**config.mk**
```make
export PLATFORM = sky130hd
export DESIGN_NAME = wb_master_arb
export DESIGN_NICKNAME = d
export VERILOG_FILES = /design/src/rtl/wb_master_arb.sv
export SDC_FILE = /design/constraint.sdc
export NUM_CORES = 1
export LEC_CHECK = 0
export ABC_AREA = 1
export CAP_MARGIN = 10
export CORE_AREA = 2 2 124 126
export DETAILED_ROUTE_END_ITERATION = 7
export DIE_AREA = 0 0 126 128
export SYNTH_ARGS = -nofsm -noshare
export SYNTH_HDL_FRONTEND = slang
export SYNTH_SLANG_ARGS = --single-unit
```
**constraint.sdc**
```tcl
create_clock -name wb_clk_i -period 2.3 [get_ports wb_clk_i]
set_input_delay 0.46 -clock wb_clk_i [delete_from_list [all_inputs] [get_ports wb_clk_i]]
set_output_delay 0.46 -clock wb_clk_i [all_outputs]
set_load 0.01 [all_outputs]
```
**src/rtl/wb_master_arb.sv**
```systemverilog
`default_nettype none
// ============================================================================
// Module   : wb_master_arb
// Purpose  : Two-master to one-slave Wishbone B4 pipelined arbiter.
//            Round-robin grant held for the whole owner cycle, outstanding
//            transfer tracking, and bus-error abort of hung cycles.
//            Master 0 is the CPU core, master 1 the UART debug/loader bridge.
// Revision : 1.0  initial release
// ============================================================================
module wb_master_arb #(
  parameter int AW              = 32,
  parameter int DW              = 32,
  parameter int TIMEOUT_CYCLES  = 1024,
  parameter int MAX_OUTSTANDING = 4
) (
  input  logic            wb_clk_i,
  input  logic            rst_i,
  // master 0
  input  logic            m0_wb_cyc_i,
  input  logic            m0_wb_stb_i,
  input  logic            m0_wb_we_i,
  input  logic [AW-1:0]   m0_wb_adr_i,
  input  logic [DW-1:0]   m0_wb_dat_i,
  input  logic [DW/8-1:0] m0_wb_sel_i,
  output logic [DW-1:0]   m0_wb_dat_o,
  output logic            m0_wb_ack_o,
  output logic            m0_wb_err_o,
  output logic            m0_wb_stall_o,
  // master 1
  input  logic            m1_wb_cyc_i,
  input  logic            m1_wb_stb_i,
  input  logic            m1_wb_we_i,
  input  logic [AW-1:0]   m1_wb_adr_i,
  input  logic [DW-1:0]   m1_wb_dat_i,
  input  logic [DW/8-1:0] m1_wb_sel_i,
  output logic [DW-1:0]   m1_wb_dat_o,
  output logic            m1_wb_ack_o,
  output logic            m1_wb_err_o,
  output logic            m1_wb_stall_o,
  // slave
  output logic            s_wb_cyc_o,
  output logic            s_wb_stb_o,
  output logic            s_wb_we_o,
  output logic [AW-1:0]   s_wb_adr_o,
  output logic [DW-1:0]   s_wb_dat_o,
  output logic [DW/8-1:0] s_wb_sel_o,
  input  logic [DW-1:0]   s_wb_dat_i,
  input  logic            s_wb_ack_i,
  input  logic            s_wb_err_i,
  input  logic            s_wb_stall_i,
  // debug
  output logic [1:0]      grant_o
);

  localparam int SW = DW / 8;
  localparam int OW = $clog2(MAX_OUTSTANDING + 1);
  localparam int TW = (TIMEOUT_CYCLES > 1) ? $clog2(TIMEOUT_CYCLES) : 1;
  localparam logic [OW-1:0] OUT_MAX    = OW'(MAX_OUTSTANDING);
  localparam logic [TW-1:0] TIMER_LAST = TW'(TIMEOUT_CYCLES - 1);

  typedef enum logic [1:0] {
    IDLE   = 2'd0,
    GRANT0 = 2'd1,
    GRANT1 = 2'd2,
    ABORT  = 2'd3
  } state_t;

  state_t        state;
  logic          abort_owner;   // master that was aborted (1 = m1)
  logic          last_grant;    // most recent owner (1 = m1)
  logic [OW-1:0] outstanding;
  logic [TW-1:0] timer;

  logic          granted;
  logic          own_is_m1;
  logic          own_cyc;
  logic          own_stb;
  logic          own_we;
  logic [AW-1:0] own_adr;
  logic [DW-1:0] own_dat;
  logic [SW-1:0] own_sel;
  logic          full;
  logic          resp;
  logic          timeout_fire;
  logic          accept;

  // Select the current owner's request signals from the registered state
  always_comb begin
    granted   = (state == GRANT0) || (state == GRANT1);
    own_is_m1 = (state == ABORT) ? abort_owner : (state == GRANT1);
    own_cyc   = own_is_m1 ? m1_wb_cyc_i : m0_wb_cyc_i;
    own_stb   = own_is_m1 ? m1_wb_stb_i : m0_wb_stb_i;
    own_we    = own_is_m1 ? m1_wb_we_i  : m0_wb_we_i;
    own_adr   = own_is_m1 ? m1_wb_adr_i : m0_wb_adr_i;
    own_dat   = own_is_m1 ? m1_wb_dat_i : m0_wb_dat_i;
    own_sel   = own_is_m1 ? m1_wb_sel_i : m0_wb_sel_i;
    full      = (outstanding == OUT_MAX);
    resp      = s_wb_ack_i | s_wb_err_i;
    // A slave response in the last timer cycle, or the owner releasing,
    // both pre-empt the abort.
    timeout_fire = granted && own_cyc && (outstanding != '0) &&
                   (timer == TIMER_LAST) && !resp;
  end

  // Route the owner onto the slave port; strobe is held off while full
  always_comb begin
    s_wb_cyc_o = granted && own_cyc && !timeout_fire;
    s_wb_stb_o = s_wb_cyc_o && own_stb && !full;
    s_wb_we_o  = granted ? own_we  : 1'b0;
    s_wb_adr_o = granted ? own_adr : '0;
    s_wb_dat_o = granted ? own_dat : '0;
    s_wb_sel_o = granted ? own_sel : '0;
    accept     = s_wb_stb_o && !s_wb_stall_i;
  end

  // Return path: only the owner sees slave responses, everyone else stalls
  always_comb begin
    m0_wb_dat_o   = '0;
    m0_wb_ack_o   = 1'b0;
    m0_wb_err_o   = 1'b0;
    m0_wb_stall_o = 1'b1;
    m1_wb_dat_o   = '0;
    m1_wb_ack_o   = 1'b0;
    m1_wb_err_o   = 1'b0;
    m1_wb_stall_o = 1'b1;
    if (granted && !own_is_m1) begin
      m0_wb_dat_o   = s_wb_dat_i;
      m0_wb_ack_o   = s_wb_ack_i;
      m0_wb_err_o   = s_wb_err_i | timeout_fire;
      m0_wb_stall_o = s_wb_stall_i | full | timeout_fire;
    end
    if (granted && own_is_m1) begin
      m1_wb_dat_o   = s_wb_dat_i;
      m1_wb_ack_o   = s_wb_ack_i;
      m1_wb_err_o   = s_wb_err_i | timeout_fire;
      m1_wb_stall_o = s_wb_stall_i | full | timeout_fire;
    end
  end

  // Arbitration FSM with outstanding counter and hang timer
  always_ff @(posedge wb_clk_i or negedge rst_i) begin
    if (!rst_i) begin
      state       <= IDLE;
      grant_o     <= 2'b00;
      abort_owner <= 1'b0;
      last_grant  <= 1'b1;
      outstanding <= '0;
      timer       <= '0;
    end else begin
      case (state)
        IDLE: begin
          outstanding <= '0;
          timer       <= '0;
          if (m0_wb_cyc_i && m1_wb_cyc_i) begin
            if (last_grant) begin
              state   <= GRANT0;
              grant_o <= 2'b01;
            end else begin
              state   <= GRANT1;
              grant_o <= 2'b10;
            end
          end else if (m0_wb_cyc_i) begin
            state   <= GRANT0;
            grant_o <= 2'b01;
          end else if (m1_wb_cyc_i) begin
            state   <= GRANT1;
            grant_o <= 2'b10;
          end
        end

        GRANT0, GRANT1: begin
          if (!own_cyc) begin
            // Owner released: abandon anything still in flight
            state       <= IDLE;
            grant_o     <= 2'b00;
            last_grant  <= own_is_m1;
            outstanding <= '0;
            timer       <= '0;
          end else if (timeout_fire) begin
            state       <= ABORT;
            grant_o     <= 2'b00;
            abort_owner <= own_is_m1;
            outstanding <= '0;
            timer       <= '0;
          end else begin
            if (accept && !(resp && outstanding != '0)) begin
              outstanding <= outstanding + 1'b1;
            end else if (!accept && resp && outstanding != '0) begin
              outstanding <= outstanding - 1'b1;
            end
            if (outstanding == '0 || resp) begin
              timer <= '0;
            end else begin
              timer <= timer + 1'b1;
            end
          end
        end

        ABORT: begin
          outstanding <= '0;
          timer       <= '0;
          if (!own_cyc) begin
            state      <= IDLE;
            last_grant <= abort_owner;
          end
        end

        default: begin
          state   <= IDLE;
          grant_o <= 2'b00;
        end
      endcase
    end
  end

endmodule
`default_nettype wire

```
; ---- Yosys cells after proc, flatten, opt, wreduce, memory -nomap -nowiden
; Index checks and enable logic that the tools add are counted.
[classes]
n_eq_ne = 10
order_cmp = 0
reduce_logical = 35
mux = 42
bitwise = 4
addsub = 3
div_mod_pow = 0
mul = 0
shifts = 0
[ops]
columns = cell, count
row1 = two-way mux 32 bit, 6
row2 = two-way mux 10 bit, 3
row3 = case mux 10 bit (2 select lines), 1
row4 = two-way mux 2 bit, 9
row5 = logical AND 1 bit, 15
row6 = two-way mux 1 bit, 13
row7 = two-way mux 3 bit, 4
row8 = AND reduction 3 bit, 4
row9 = "adder 10 x 1 -> 10 bit, second input constant", 1
row10 = "== test 10 bit, second input constant", 1
row11 = two-way mux 4 bit, 2
row12 = logical NOT 1 bit, 7
row13 = case mux 2 bit (3 select lines), 1
row14 = case mux 3 bit (2 select lines), 1
row15 = "inequality test 5 bit, second input constant", 1
row16 = "== test 2 bit, second input constant", 2
row17 = "inequality test 2 bit, second input constant", 2
row18 = "inequality test 4 bit, second input constant", 1
row19 = OR 1 bit, 4
row20 = case mux 2 bit (2 select lines), 1
row21 = nonzero test 2 bit, 2
row22 = OR reduction 2 bit, 2
row23 = "adder 3 x 1 -> 3 bit, second input constant", 1
row24 = "== test 3 bit, second input constant", 1
row25 = 8 further kinds, 9
[word_totals]
ff_bits = 19
out_inout_bits = 143
latchBits = 0
input_bits = 179
wordCells = 100
mem_bits_rw = 0
mem_count = 0
rom_bits = 0

; ---- Logic depth before layout (Yosys ltp)
[logic_depth]
ltp_word = 20
mapped_depth = 17
depth_no_buf = 16

; ---- Worst setup path before layout
; No wires, ideal clock.
[synth_timing]
path_type = reg-to-reg
from = register state[0]
to = register outstanding[2]
synth_period_minus_slack_ns = 2.210
path_slack_ns = 0.090
path_buffers = 1
t_arrival_ns = 2.092
path_stages_with_launch = 18
cell_sequence = dfrtp_1 -> inv_1 -> ha_1 -> buf_6 -> inv_2 -> nand2_1 -> nand2_1 -> nand2_1 -> nand3_1 -> inv_1 -> nand4_1 -> inv_1 -> fa_1 -> xor2_1 -> inv_1 -> nand2_1 -> nand3_1 -> nand2_1
[synth_between]
elab_chain_cells = 17
elab_cells_between_ends = 28
cone_classes = eq/ne: 4 / mux: 7 / reduce/logical: 17
[synth_rtl]
columns = element, line_no
row1 = start: declaration, 68  ; state_t state;
row2 = start signal: assignment, 143  ; state <= IDLE;
row3 = start signal: assignment, 156  ; state <= GRANT0;
row4 = start signal: assignment, 159  ; state <= GRANT1;
row5 = == test 2 bit (on tied branches), "89, 90, 150"
row6 = two-way mux 1 bit, 90  ; own_is_m1 = (state == ABORT) ? abort_owner : (state == GRANT1);
row7 = two-way mux 1 bit, 91  ; own_cyc = own_is_m1 ? m1_wb_cyc_i : m0_wb_cyc_i;
row8 = logical AND 1 bit, "101, 107"
row9 = logical AND 1 bit (2 in series), 101  ; timeout_fire = granted && own_cyc && (outstanding != '0) &&
row10 = logical AND 1 bit, 102  ; (timer == TIMER_LAST) && !resp;
row11 = logical NOT 1 bit, 107  ; s_wb_cyc_o = granted && own_cyc && !timeout_fire;
row12 = logical AND 1 bit, 107
row13 = logical AND 1 bit (2 in series), 108  ; s_wb_stb_o = s_wb_cyc_o && own_stb && !full;
row14 = logical AND 1 bit, 113  ; accept = s_wb_stb_o && !s_wb_stall_i;
row15 = logical AND 1 bit, 186  ; if (accept && !(resp && outstanding != '0)) begin
row16 = two-way mux 3 bit, 186
row17 = two-way mux 3 bit, 179  ; end else if (timeout_fire) begin
row18 = two-way mux 3 bit, 172  ; if (!own_cyc) begin
row19 = case mux 3 bit (2 select lines), 150  ; case (state)
row20 = end signal: assignment, 187  ; outstanding <= outstanding + 1'b1;
row21 = end signal: assignment, 189  ; outstanding <= outstanding - 1'b1;
row22 = end: declaration, 71  ; logic [OW-1:0] outstanding;
; Parallel ways exist; a longest one is shown, timed or not.
; A chain may end at the register's enable or synchronous reset.

; ---- Final worst setup path
[layout_timing]
from = register state[1]
to = output port m0_wb_err_o
[layout_between]
elab_chain_cells = 9
elab_cells_between_ends = 14
cone_classes = eq/ne: 3 / mux: 3 / bitwise: 1 / reduce/logical: 7
[layout_rtl]
columns = element, line_no
row1 = == test 2 bit (on tied branches), "89, 90"
row2 = two-way mux 1 bit, 90
row3 = two-way mux 1 bit, 91
row4 = logical AND 1 bit (3 in series), 101
row5 = logical AND 1 bit, 102
row6 = OR 1 bit, 129  ; m0_wb_err_o = s_wb_err_i | timeout_fire;
row7 = two-way mux 1 bit *, 126  ; if (granted && !own_is_m1) begin
row8 = end: declaration, 27  ; output logic m0_wb_err_o,
; Mark *: on every way between the ends. The rest lies on a longest branch, timed or not.

==> impl_metrics.ini <==
[status]
status = finished, violations left
violations = negative setup slack

[place]
hpwl_mm = 11.7
place_congestion = 0.824
dp_cells = 1048
port_buffers = 321
place_area_sq_mm = 0.00643

[route]
wl_mm = 15.2
ant_nets = 0
drt-pass1-iter-count = 4
num_vias = 4393
avgViaCountPerCell = 4.07
dr.first_iter.drc_count = 143
wl_per_cell_microns = 14.0
drc = 0

[power_and_ir_drop]
seqPwrFrac = 0.058
combPwrFrac = 0.893
switching_share = 0.490
clkPwrFrac = 0.049
netSwitchingPower_mw = 3.68
p_leak_nw = 3.82
ir_drop_mv = 0.689
internal_power_mw = 3.83
p_per_area_mw_per_mm2 = 1100

[flow_run]
max_cap_violations = 0

[synth]
synth_mux_area_frac = 0
synth_fa_ha_area_frac = 0.0303
synth_compound_area_frac = 0.168
yosys_warnings = 0
synth-simple-area-share = 0.429
synth_nets = 711
synth_xor_area_frac = 0.0193
synthesis.area_sq_mm = 0.00272
syn_avg_cell_area_sq_um = 5.17
syn_inst = 526
ys_seq_elements = 19
synth_top_family_by_area = simple AND/OR/NAND/NOR gates
ys_seq_area_frac = 0.175
yosysUniqueCellTypes = 33

[cells_and_area]
syn_to_final_growth_pct = 151
antenna_cells = 0
nets = 1077
final_common_cell = nand2_1
mostFrequentLayoutCells = nand2_1 (229), clkdlybuf4s50_1 (213), inv_1 (91)
post-route-cell-area_sq_mm = 0.00683
final_cells = 1079
drive_gt1_frac = 0.238

[clock_network]
path_clk_slew_ps = 60
cts_made_buffers = 3
root_buffer = clkbuf_16
clk_path_buf_depth = 2
holdBufCountCts = 0
insertion_delay_ps = 250
cts_tree = yes
htreeDepth = 1
clock_sinks = 19

[global_routing]
grt_pass1_vias = 4207
grt_max_degree = 51
antenna_found_initial = 0
grtUsageTotal = 0.175
gr-total-overflow = 0
grt_pass1_wl_mm = 22.9

[sta]
setup_viol = 93
slew_viol_final = 0
hold_viol = 0
slew_headroom = 0.813
rsz0062_at_grt = true
worstMarginPinSlew_ps = 279
timing.final.crit_share = 1.05
fin_ws_ps = -114
holdWs_ps = 492
fin_skew_ps = 2.90
fin_crit_ps = 2410
fmax_ghz = 0.414

[worst_hold_path]
hold_class = register to register
hold_depth = 2

[die]
fp.dieW_microns = 126
start_util = 0.183
fp.dieArea_sq_mm = 0.0161
placementRows = 45
coreArea_sq_mm = 0.0149
die_h_microns = 128
io_pins = 322

[worst_setup_path]
critical_path_class = register to output pin
reg2reg_slack_ps = -90
crit_path_start_kind = register
critPathMaxFanout = 5
worst_ep_arrival_time_ps = 1950
rr_worst_depth = 15
crit_path_end_kind = output pin
worstPathRequired_ps = 1840
## cells in the mapped netlist (all sizes together)
cell type  instances  area, sq um
nor2              19         86.3
o21ai             10         53.8
a21boi             1         7.51
buf                3         21.3
a21oi             74          382
inv               97          364
ha                 5         62.6
nand2            241          922
xor2               5         43.8
dfrtp             18          450
dfstp              1         26.3
clkbuf            26         97.6
nand3b             1         7.51
o21a               1         7.51
nand4              4         25.0
xnor2              1         8.76
o31ai              1         7.51
nor3b              2         25.0
fa                 1         20.0
nand3             11         77.6
nor3               4         25.0
## flip-flops by register name, indices dropped and copies added, names as in the netlist
name,count
abort_owner,1
outstanding,3
timer,10
grant_o,2
last_grant,1
state,2
## cell type report
| cell class | count | area, sq um |
|---|---|---|
| fillers | 1586 | 8040 |
| clock buffers | 3 | 75.1 |
| flip-flops and latches | 19 | 477 |
| clock inverters | 1 | 5.00 |
| multi-input cells | 381 | 1970 |
| inverters | 97 | 367 |
| well taps | 188 | 235 |
| repair buffers | 390 | 3700 |
## path summary, 6_finish.rpt
kind,start,end
max,state[1]$_DFFE_PN0P_,m0_wb_err_o
min,last_grant$_DFFE_PN1P_,last_grant$_DFFE_PN1P_
max reg2reg,state[1]$_DFFE_PN0P_,outstanding[1]$_DFFE_PN0P_
min reg2reg,last_grant$_DFFE_PN1P_,last_grant$_DFFE_PN1P_
max in group asynchronous,rst_i,last_grant$_DFFE_PN1P_
min in group asynchronous,rst_i,timer[4]$_DFF_PN0_
## kinds of logic (layout without fill, tap and decap cells)
logic type | after synthesis | after routing
AO/OA/AOI/OAI | 87 | 87
XOR/XNOR | 6 | 6
adder cells (fa/ha/maj) | 6 | 6
buffers and inverters | 126 | 491
flip-flops | 19 | 19
AND/OR/NAND/NOR | 282 | 282
## what timing repair did
item | in CTS | in global routing
resized for setup | 356 | 58
buffers inserted | 10 | 12
cloned | 5 | 2
endpoints found under the setup margin | 143 | 123
pin swaps | 8 | 12
## critical path, cell delays in order (launching register included)
cell	delay [ps]
dfrtp_1	400
buf_4	150
ha_4	170
nand2_4	90
nand2_8	100
nand2_4	100
nand3_4	80
inv_2	70
nand4_1	130
buf_6	170
a21boi_2	100
buf_2	130
## layer usage
layer	routed length [microns]	GRT usage	vias up
li1	-	-	2319
met1	6130	0.215	1906
met2	7840	0.318	157
met3	1030	0.0409	11
met4	150	0.0233	0
met5	0	0	-
## metrics by stage
| stage | TNS (ps) | total power [mW] | worst slack, ps | util |
|---|---|---|---|---|
| final | -3250 | 7.50 | -114 | 0.459 |
| after global routing | -14170 | 8.08 | -254 | 0.459 |
| after CTS | -2590 | 7.09 | -102 | 0.439 |
| after detailed placement | -13510 | 6.60 | -441 | 0.433 |
| after global placement | -10690 | 6.61 | -431 | 0.433 |
| after floorplan | 0 | 3.11 | 90.3 | - |
## power groups by stage
stage | clock network, mW | logic [mW] | registers, mW
2_1_floorplan | 0 | 2.67 | 0.440
3_3_place_gp | 0 | 6.17 | 0.439
3_5_place_dp | 0 | 6.16 | 0.441
4_1_cts | 0.376 | 6.28 | 0.432
5_1_grt | 0.389 | 7.25 | 0.443
6_report | 0.367 | 6.70 | 0.437
(Power assumes the default switching activity.)
